## src/rtl/bot_port_master_pkg.sv

```systemverilog
// bot_port_master_pkg
//   Shared definitions for the hardware port-bus initiator that refreshes the
//   eight 7-segment digits from the bot-update registers.
//   Contents: sequencer state encoding, transaction-engine phase encoding,
//   default port addresses shared with the I/O interface, transaction counts
//   and a nibble-select helper.
package bot_port_master_pkg;

  // Sequencer state encoding (3 bits)
  localparam logic [2:0] S_IDLE      = 3'd0;
  localparam logic [2:0] S_ACK       = 3'd1;
  localparam logic [2:0] S_RD_SETUP  = 3'd2;
  localparam logic [2:0] S_RD_STROBE = 3'd3;
  localparam logic [2:0] S_WR_SETUP  = 3'd4;
  localparam logic [2:0] S_WR_STROBE = 3'd5;
  localparam logic [2:0] S_DONE      = 3'd6;

  typedef enum logic [2:0] {
    ST_IDLE      = S_IDLE,
    ST_ACK       = S_ACK,
    ST_RD_SETUP  = S_RD_SETUP,
    ST_RD_STROBE = S_RD_STROBE,
    ST_WR_SETUP  = S_WR_SETUP,
    ST_WR_STROBE = S_WR_STROBE,
    ST_DONE      = S_DONE
  } state_e;

  // Phases of one two-cycle bus transaction
  typedef enum logic [1:0] {
    XP_IDLE   = 2'd0,
    XP_SETUP  = 2'd1,
    XP_STROBE = 2'd2
  } xact_phase_e;

  // Default port addresses, matching the I/O interface decode
  localparam logic [7:0] PA_LOCX_DEF     = 8'h0A;
  localparam logic [7:0] PA_LOCY_DEF     = 8'h0B;
  localparam logic [7:0] PA_BOTINFO_DEF  = 8'h0C;
  localparam logic [7:0] PA_SENSORS_DEF  = 8'h0D;
  localparam logic [7:0] PA_DIG_BASE_DEF = 8'h10;

  // Transactions per refresh sequence
  localparam int RD_COUNT = 4;
  localparam int WR_COUNT = 8;

  // Picks the upper or lower hex nibble of a captured register
  function automatic logic [3:0] digitNibble(input logic [7:0] value, input logic lowHalf);
    return lowHalf ? value[3:0] : value[7:4];
  endfunction

endpackage

```

## src/rtl/bot_port_master_port_xact.sv

```systemverilog
// port_xact
//   Two-cycle port-bus transaction engine. A start pulse loads the address
//   (and write data) for a setup cycle; the following cycle raises the read or
//   write strobe with the same address/data held.
//   Ports:
//     clk_i, rst_i       clock, asynchronous active-high reset
//     start_i            begin a transaction on the next cycle
//     isWrite_i          1 = write transaction, 0 = read
//     addr_i, data_i     port address and write data for the transaction
//     inPort_i           read data from the responder
//     portId_o/outPort_o registered bus address/data
//     readStrobe_o       registered read strobe (strobe cycle only)
//     writeStrobe_o      registered write strobe (strobe cycle only)
//     rdata_o            responder data as seen during a read strobe cycle
//     done_o             high during the strobe cycle; the transaction ends
//                        on the closing edge of that cycle
module port_xact
  import bot_port_master_pkg::*;
(
  input  logic       clk_i,
  input  logic       rst_i,
  input  logic       start_i,
  input  logic       isWrite_i,
  input  logic [7:0] addr_i,
  input  logic [7:0] data_i,
  input  logic [7:0] inPort_i,
  output logic [7:0] portId_o,
  output logic [7:0] outPort_o,
  output logic       readStrobe_o,
  output logic       writeStrobe_o,
  output logic [7:0] rdata_o,
  output logic       done_o
);

  xact_phase_e phase_q, phase_d;
  logic [7:0]  portId_q, portId_d;
  logic [7:0]  outPort_q, outPort_d;
  logic        isWrite_q, isWrite_d;
  logic        readStrobe_q, readStrobe_d;
  logic        writeStrobe_q, writeStrobe_d;

  always_ff @(posedge clk_i or posedge rst_i) begin
    if (rst_i) begin
      phase_q       <= XP_IDLE;
      portId_q      <= 8'h00;
      outPort_q     <= 8'h00;
      isWrite_q     <= 1'b0;
      readStrobe_q  <= 1'b0;
      writeStrobe_q <= 1'b0;
    end else begin
      phase_q       <= phase_d;
      portId_q      <= portId_d;
      outPort_q     <= outPort_d;
      isWrite_q     <= isWrite_d;
      readStrobe_q  <= readStrobe_d;
      writeStrobe_q <= writeStrobe_d;
    end
  end

  // A start arriving during a strobe cycle chains the next transaction with
  // no gap; strobes are only ever set on entry to the strobe phase.
  always_comb begin
    phase_d       = phase_q;
    portId_d      = portId_q;
    outPort_d     = outPort_q;
    isWrite_d     = isWrite_q;
    readStrobe_d  = 1'b0;
    writeStrobe_d = 1'b0;
    if (start_i) begin
      phase_d   = XP_SETUP;
      portId_d  = addr_i;
      outPort_d = isWrite_i ? data_i : 8'h00;
      isWrite_d = isWrite_i;
    end else begin
      case (phase_q)
        XP_SETUP: begin
          phase_d       = XP_STROBE;
          readStrobe_d  = ~isWrite_q;
          writeStrobe_d = isWrite_q;
        end
        XP_STROBE: begin
          phase_d   = XP_IDLE;
          portId_d  = 8'h00;
          outPort_d = 8'h00;
        end
        default: phase_d = XP_IDLE;
      endcase
    end
  end

  assign portId_o      = portId_q;
  assign outPort_o     = outPort_q;
  assign readStrobe_o  = readStrobe_q;
  assign writeStrobe_o = writeStrobe_q;
  assign done_o        = (phase_q == XP_STROBE);
  // Only the strobe cycle of a read may deliver data
  assign rdata_o       = (phase_q == XP_STROBE && !isWrite_q) ? inPort_i : 8'h00;

endmodule

```

## src/rtl/bot_port_master.sv

```systemverilog
// bot_port_master
//   Port-bus initiator that replaces the firmware display-refresh loop. On a
//   bot-update interrupt it acknowledges, reads LocX/LocY/BotInfo/Sensors and
//   writes their eight hex nibbles to the digit ports Dig7..Dig0.
//   Ports:
//     clk, rst            clock, asynchronous active-high reset
//     enable              level; gates the start of new sequences only
//     port_id, out_port   bus address and write data
//     in_port             read data from the responder
//     read_strobe         one-cycle read strobe
//     write_strobe        one-cycle write strobe
//     interrupt           level interrupt, held until acknowledged
//     interrupt_ack       one-cycle acknowledge
//     busy                high whenever the sequencer is not idle
//     seq_done            one-cycle pulse after the final digit write
//     frame_count         completed sequences, wrapping at 8 bits
module bot_port_master
  import bot_port_master_pkg::*;
#(
  parameter logic [7:0] PA_LOCX     = PA_LOCX_DEF,
  parameter logic [7:0] PA_LOCY     = PA_LOCY_DEF,
  parameter logic [7:0] PA_BOTINFO  = PA_BOTINFO_DEF,
  parameter logic [7:0] PA_SENSORS  = PA_SENSORS_DEF,
  parameter logic [7:0] PA_DIG_BASE = PA_DIG_BASE_DEF
) (
  input  logic       clk,
  input  logic       rst,
  input  logic       enable,
  output logic [7:0] port_id,
  output logic [7:0] out_port,
  input  logic [7:0] in_port,
  output logic       read_strobe,
  output logic       write_strobe,
  input  logic       interrupt,
  output logic       interrupt_ack,
  output logic       busy,
  output logic       seq_done,
  output logic [7:0] frame_count
);

  localparam logic [2:0] RD_LAST = 3'(RD_COUNT - 1);
  localparam logic [2:0] WR_LAST = 3'(WR_COUNT - 1);

  state_e     state_q, state_d;
  logic [2:0] idx_q, idx_d;
  logic [7:0] cap_q [RD_COUNT];
  logic       ack_q, busy_q, seqDone_q;
  logic [7:0] frameCount_q;

  logic       xactStart, xactIsWrite, xactDone;
  logic [7:0] xactAddr, xactData, xactRdata;

  // Outputs are registered from the next state so each one lines up with
  // the cycle its state occupies.
  always_ff @(posedge clk or posedge rst) begin
    if (rst) begin
      state_q      <= ST_IDLE;
      idx_q        <= 3'd0;
      ack_q        <= 1'b0;
      busy_q       <= 1'b0;
      seqDone_q    <= 1'b0;
      frameCount_q <= 8'h00;
      for (int i = 0; i < RD_COUNT; i++) cap_q[i] <= 8'h00;
    end else begin
      state_q   <= state_d;
      idx_q     <= idx_d;
      ack_q     <= (state_d == ST_ACK);
      busy_q    <= (state_d != ST_IDLE);
      seqDone_q <= (state_d == ST_DONE);
      if (state_d == ST_DONE) frameCount_q <= frameCount_q + 8'd1;
      if (state_q == ST_RD_STROBE && xactDone) cap_q[idx_q[1:0]] <= xactRdata;
    end
  end

  always_comb begin
    state_d = state_q;
    idx_d   = idx_q;
    case (state_q)
      ST_IDLE:      if (enable && interrupt) state_d = ST_ACK;
      ST_ACK: begin
        state_d = ST_RD_SETUP;
        idx_d   = 3'd0;
      end
      ST_RD_SETUP:  state_d = ST_RD_STROBE;
      ST_RD_STROBE: begin
        if (idx_q == RD_LAST) begin
          state_d = ST_WR_SETUP;
          idx_d   = 3'd0;
        end else begin
          state_d = ST_RD_SETUP;
          idx_d   = idx_q + 3'd1;
        end
      end
      ST_WR_SETUP:  state_d = ST_WR_STROBE;
      ST_WR_STROBE: begin
        if (idx_q == WR_LAST) begin
          state_d = ST_DONE;
        end else begin
          state_d = ST_WR_SETUP;
          idx_d   = idx_q + 3'd1;
        end
      end
      ST_DONE:      state_d = ST_IDLE;
      default:      state_d = ST_IDLE;
    endcase
  end

  // The engine is loaded on the edge that enters a setup state, so address
  // and data come from the next index. Write idx 0 is Dig7 (LocX high nibble),
  // hence the descending digit address and idx[2:1] register select.
  always_comb begin
    xactStart   = (state_d == ST_RD_SETUP) || (state_d == ST_WR_SETUP);
    xactIsWrite = (state_d == ST_WR_SETUP);
    xactAddr    = 8'h00;
    xactData    = 8'h00;
    if (xactIsWrite) begin
      xactAddr = PA_DIG_BASE + {5'd0, WR_LAST - idx_d};
      xactData = {4'b0000, digitNibble(cap_q[idx_d[2:1]], idx_d[0])};
    end else begin
      case (idx_d[1:0])
        2'd0:    xactAddr = PA_LOCX;
        2'd1:    xactAddr = PA_LOCY;
        2'd2:    xactAddr = PA_BOTINFO;
        default: xactAddr = PA_SENSORS;
      endcase
    end
  end

  port_xact u_xact (
    .clk_i         (clk),
    .rst_i         (rst),
    .start_i       (xactStart),
    .isWrite_i     (xactIsWrite),
    .addr_i        (xactAddr),
    .data_i        (xactData),
    .inPort_i      (in_port),
    .portId_o      (port_id),
    .outPort_o     (out_port),
    .readStrobe_o  (read_strobe),
    .writeStrobe_o (write_strobe),
    .rdata_o       (xactRdata),
    .done_o        (xactDone)
  );

  assign interrupt_ack = ack_q;
  assign busy          = busy_q;
  assign seq_done      = seqDone_q;
  assign frame_count   = frameCount_q;

endmodule

```

## config.mk

```make
export PLATFORM = sky130hd
export DESIGN_NAME = bot_port_master
export DESIGN_NICKNAME = d
export VERILOG_FILES = /design/src/rtl/bot_port_master_pkg.sv /design/src/rtl/bot_port_master_port_xact.sv /design/src/rtl/bot_port_master.sv
export SDC_FILE = /design/constraint.sdc
export NUM_CORES = 1
export LEC_CHECK = 0
export BUFFER_PORTS_ARGS = -buffer_cell sky130_fd_sc_hd__clkbuf_2
export CORE_ASPECT_RATIO = 1.75
export CORE_UTILIZATION = 55
export DETAILED_ROUTE_END_ITERATION = 6
export GPL_ROUTABILITY_DRIVEN = 0
export PLACE_DENSITY = 0.83
export SLEW_MARGIN = 15
export SYNTH_ARGS = -nofsm -noshare
export SYNTH_HDL_FRONTEND = slang
export SYNTH_SLANG_ARGS = --single-unit
```

## constraint.sdc

```tcl
create_clock -name clk -period 5.4 [get_ports clk]
set_input_delay 0.54 -clock clk [delete_from_list [all_inputs] [get_ports clk]]
set_output_delay 0.54 -clock clk [all_outputs]
set_load 0.01 [all_outputs]
```

==> flow_metrics.py <==
metrics = {
    "outcome": {
        "outcome": "finished clean",
    },
    "synth": {
        "synthMostInstantiatedCell": "dfrtp_1",
        "netlist_top_cells_area": "dfrtp_1, nand2_1, o21ai_0",
        "synth_seq_cells": 63,
        "ys_types": 52,
        "yosysTopAreaCell": "dfrtp_1",
        "synth_top_area_frac": 0.514,
        "syn_area_mm2": 0.00307,
        "synthCells": 304,
        "synth_top_flop_cell": "dfrtp_1",
        "async_reset_ff_frac": 1.00,
        "synth_edf_count": 0,
        "synth-seq-area-share": 0.514,
        "ys_warn_count": 0,
        "synth_commonest_cells": "dfrtp_1, nand2_1, o21ai_0",
        "syn_area_per_cell_um2": 10.1,
    },
    "drt": {
        "viasPerCell": 5.64,
        "vias": 2339,
        "drc": 0,
        "drt_iter0_drc": 87,
        "dr.pass1.iters": 5,
        "ant_nets": 0,
        "drt_wl_total_um": 6450,
        "wl_per_cell_um": 15.5,
    },
    "global_route": {
        "grt_max_degree": 64,
        "grt_pass1_vias": 2305,
        "grt_pass1_wl_um": 10900,
        "grt.total_usage": 0.258,
        "overflow": 0,
        "antenna_found_initial": 0,
    },
    "timing": {
        "clock_skew_ns": 0.00899,
        "setup_viol": 0,
        "final-hold-violation-count": 0,
        "maxSlewHeadroom": 0.431,
        "setup_ws_ns": 2.65,
        "rsz0062_at_grt": "no",
        "fin_crit_sh": 0.510,
        "tns_ns": 0,
        "worst_pin_slew_ns": 0.850,
        "fin_crit_ns": 2.75,
        "fmax_mhz": 363,
        "maxSlewViolCount": 0,
    },
    "critical_path": {
        "criticalPathCategory": "reg2reg",
        "endpoint_kind": "flip-flop",
        "regToRegSetupSlack_ns": 2.65,
        "r2r-end": "u_xact.outPort_o[2]",
        "r2r-start": "idx_q[1]",
        "required_ns": 5.63,
        "crit_path_start_kind": "flip-flop",
        "critPathArrivalTime_ns": 2.98,
        "r2r_cells": 8,
        "cp_max_fo": 10,
    },
    "pwr": {
        "sequentialPowerShare": 0.414,
        "p_switching_mw": 0.703,
        "power_frac_comb": 0.372,
        "swShare": 0.379,
        "ir_worst_vdd_uv": 315,
        "clkPwrFrac": 0.214,
        "cellPowerDensity_mw_per_mm2": 546,
        "leakage_nw": 1.67,
        "cellInternalPower_mw": 1.15,
    },
    "clock_network": {
        "cts_tree": "built",
        "cts_setup_buffers": 0,
        "cts_resized": 0,
        "root_buffer": "clkbuf_8",
        "clkTransAtPathRegs_ns": 0.07,
        "numCtsBuffers": 9,
        "h-tree-depth": 3,
        "clkLatencyLatePin_ns": 0.35,
        "clock_sinks": 63,
        "clk_path_buf_depth": 2,
        "ctsHoldBuffers": 0,
    },
    "floorplan": {
        "start_util": 0.579,
        "die-area_mm2": 0.00589,
        "die_w_um": 58.4,
        "die_h_um": 101,
        "rows": 35,
        "fp.coreArea_mm2": 0.00530,
        "io_pins": 41,
    },
    "layout": {
        "area_growth_pct": 11.0,
        "layout-drive-gt1-share": 0.217,
        "nets": 353,
        "antenna_cells": 0,
    },
    "placed_design": {
        "post-place-ws_ns": 2.63,
        "portBuffers": 33,
        "dp_hpwl_um": 4650,
    },
    "worst_hold_path": {
        "hold_class": "in2async",
    },
    "job": {
        "maxCapViolCount": 0,
    },
}
power groups by stage:
stage | sequential (mW) | clock [mW] | combinational [mW]
after global placement | 0.770 | 0 | 0.665
after global routing | 0.791 | 0.423 | 0.770
after floorplan | 0.734 | 0 | 0.587
final | 0.769 | 0.398 | 0.690
after CTS | 0.769 | 0.406 | 0.691
after detailed placement | 0.777 | 0 | 0.690
routing by layer:
metal	part of all wire	wire, um	track usage	vias to the layer above
li1	-	-	-	1121
met1	0.36	2350	0.264	1124
met2	0.53	3410	0.439	67
met3	0.048	312	0.0385	27
met4	0.060	386	0.234	0
met5	0	0	0	-
cells in the final DEF (no fill, tap or decap), drive strengths merged, types with 5 or more instances in the layout:
master / count
dfrtp: 63
nand2: 56
clkbuf: 45
o21ai: 42
a21oi: 16
inv: 12
nor2: 11
o31ai: 8
conb: 7
and2: 7
a221o: 6
a211oi: 5
ha: 5
mux2: 5
worst max path at each step:
stage | end | cells past startpoint | slack [ns] | startpoint
4_1_cts | u_xact.outPort_o[2] | 8 | 2.66 | idx_q[1]
5_1_grt | u_xact.outPort_o[2] | 8 | 2.47 | idx_q[1]
6_report | u_xact.outPort_o[2] | 8 | 2.65 | idx_q[1]
3_3_place_gp | u_xact.outPort_o[2] | 8 | 2.85 | idx_q[1]
3_5_place_dp | u_xact.outPort_o[2] | 8 | 2.63 | idx_q[1]
2_1_floorplan | u_xact.outPort_o[0] | 10 | 3.11 | idx_q[0]
area by class of cell:
type,count,area [um^2]
inverter,13,61.3
tap,74,92.6
fill,463,1900
clock inverter,4,45.0
sequential,63,1580
timing repair buffer,34,173
multi-input combinational,215,1310
clock buffer,12,145
through the flow:
stage                     utilization  total power [mW]  area (um^2)  cells  hold WS, ns
after detailed placement        0.606              1.47         3210    399        0.442
after CTS                       0.642              1.87         3400    415        0.395
after global routing            0.642              1.98         3400    415        0.441
final                           0.642              1.86         3400    415        0.389
after floorplan                     -              1.32         3090    310        0.422
after global placement          0.606              1.43         3210    399        0.436
state kept, by name (all words and copies together), names as in the netlist:
name,cells
u_xact.portId_o,5
interrupt_ack,1
busy,1
u_xact.outPort_o,4
u_xact.isWrite_q,1
seq_done,1
u_xact.readStrobe_o,1
u_xact.phase_q,2
u_xact.writeStrobe_o,1
idx_q,3
state_q,3
frame_count,8
cap_q,32
logic make-up (layout without fill, tap and decap cells):
logic type,Yosys count,after routing,synth area share
xor+xnor,7,7,0.0200
buf+inv,32,63,0.0661
compound gates,96,96,0.211
other cells,1,7,0.00122
mux,7,7,0.0286
flops,63,63,0.514
fa+ha+maj,5,5,0.0204
simple gates,93,93,0.138
worst max-delay path, stage by stage, from the launching register on:
cell	delay, ns
dfrtp_1	0.45
ha_1	0.37
and2b_1	0.28
a2bb2oi_2	0.23
o21a_1	0.48
clkinv_8	0.14
mux2_4	0.32
o31ai_1	0.23
o31ai_1	0.12
Power figures use the tool's default switching activity.
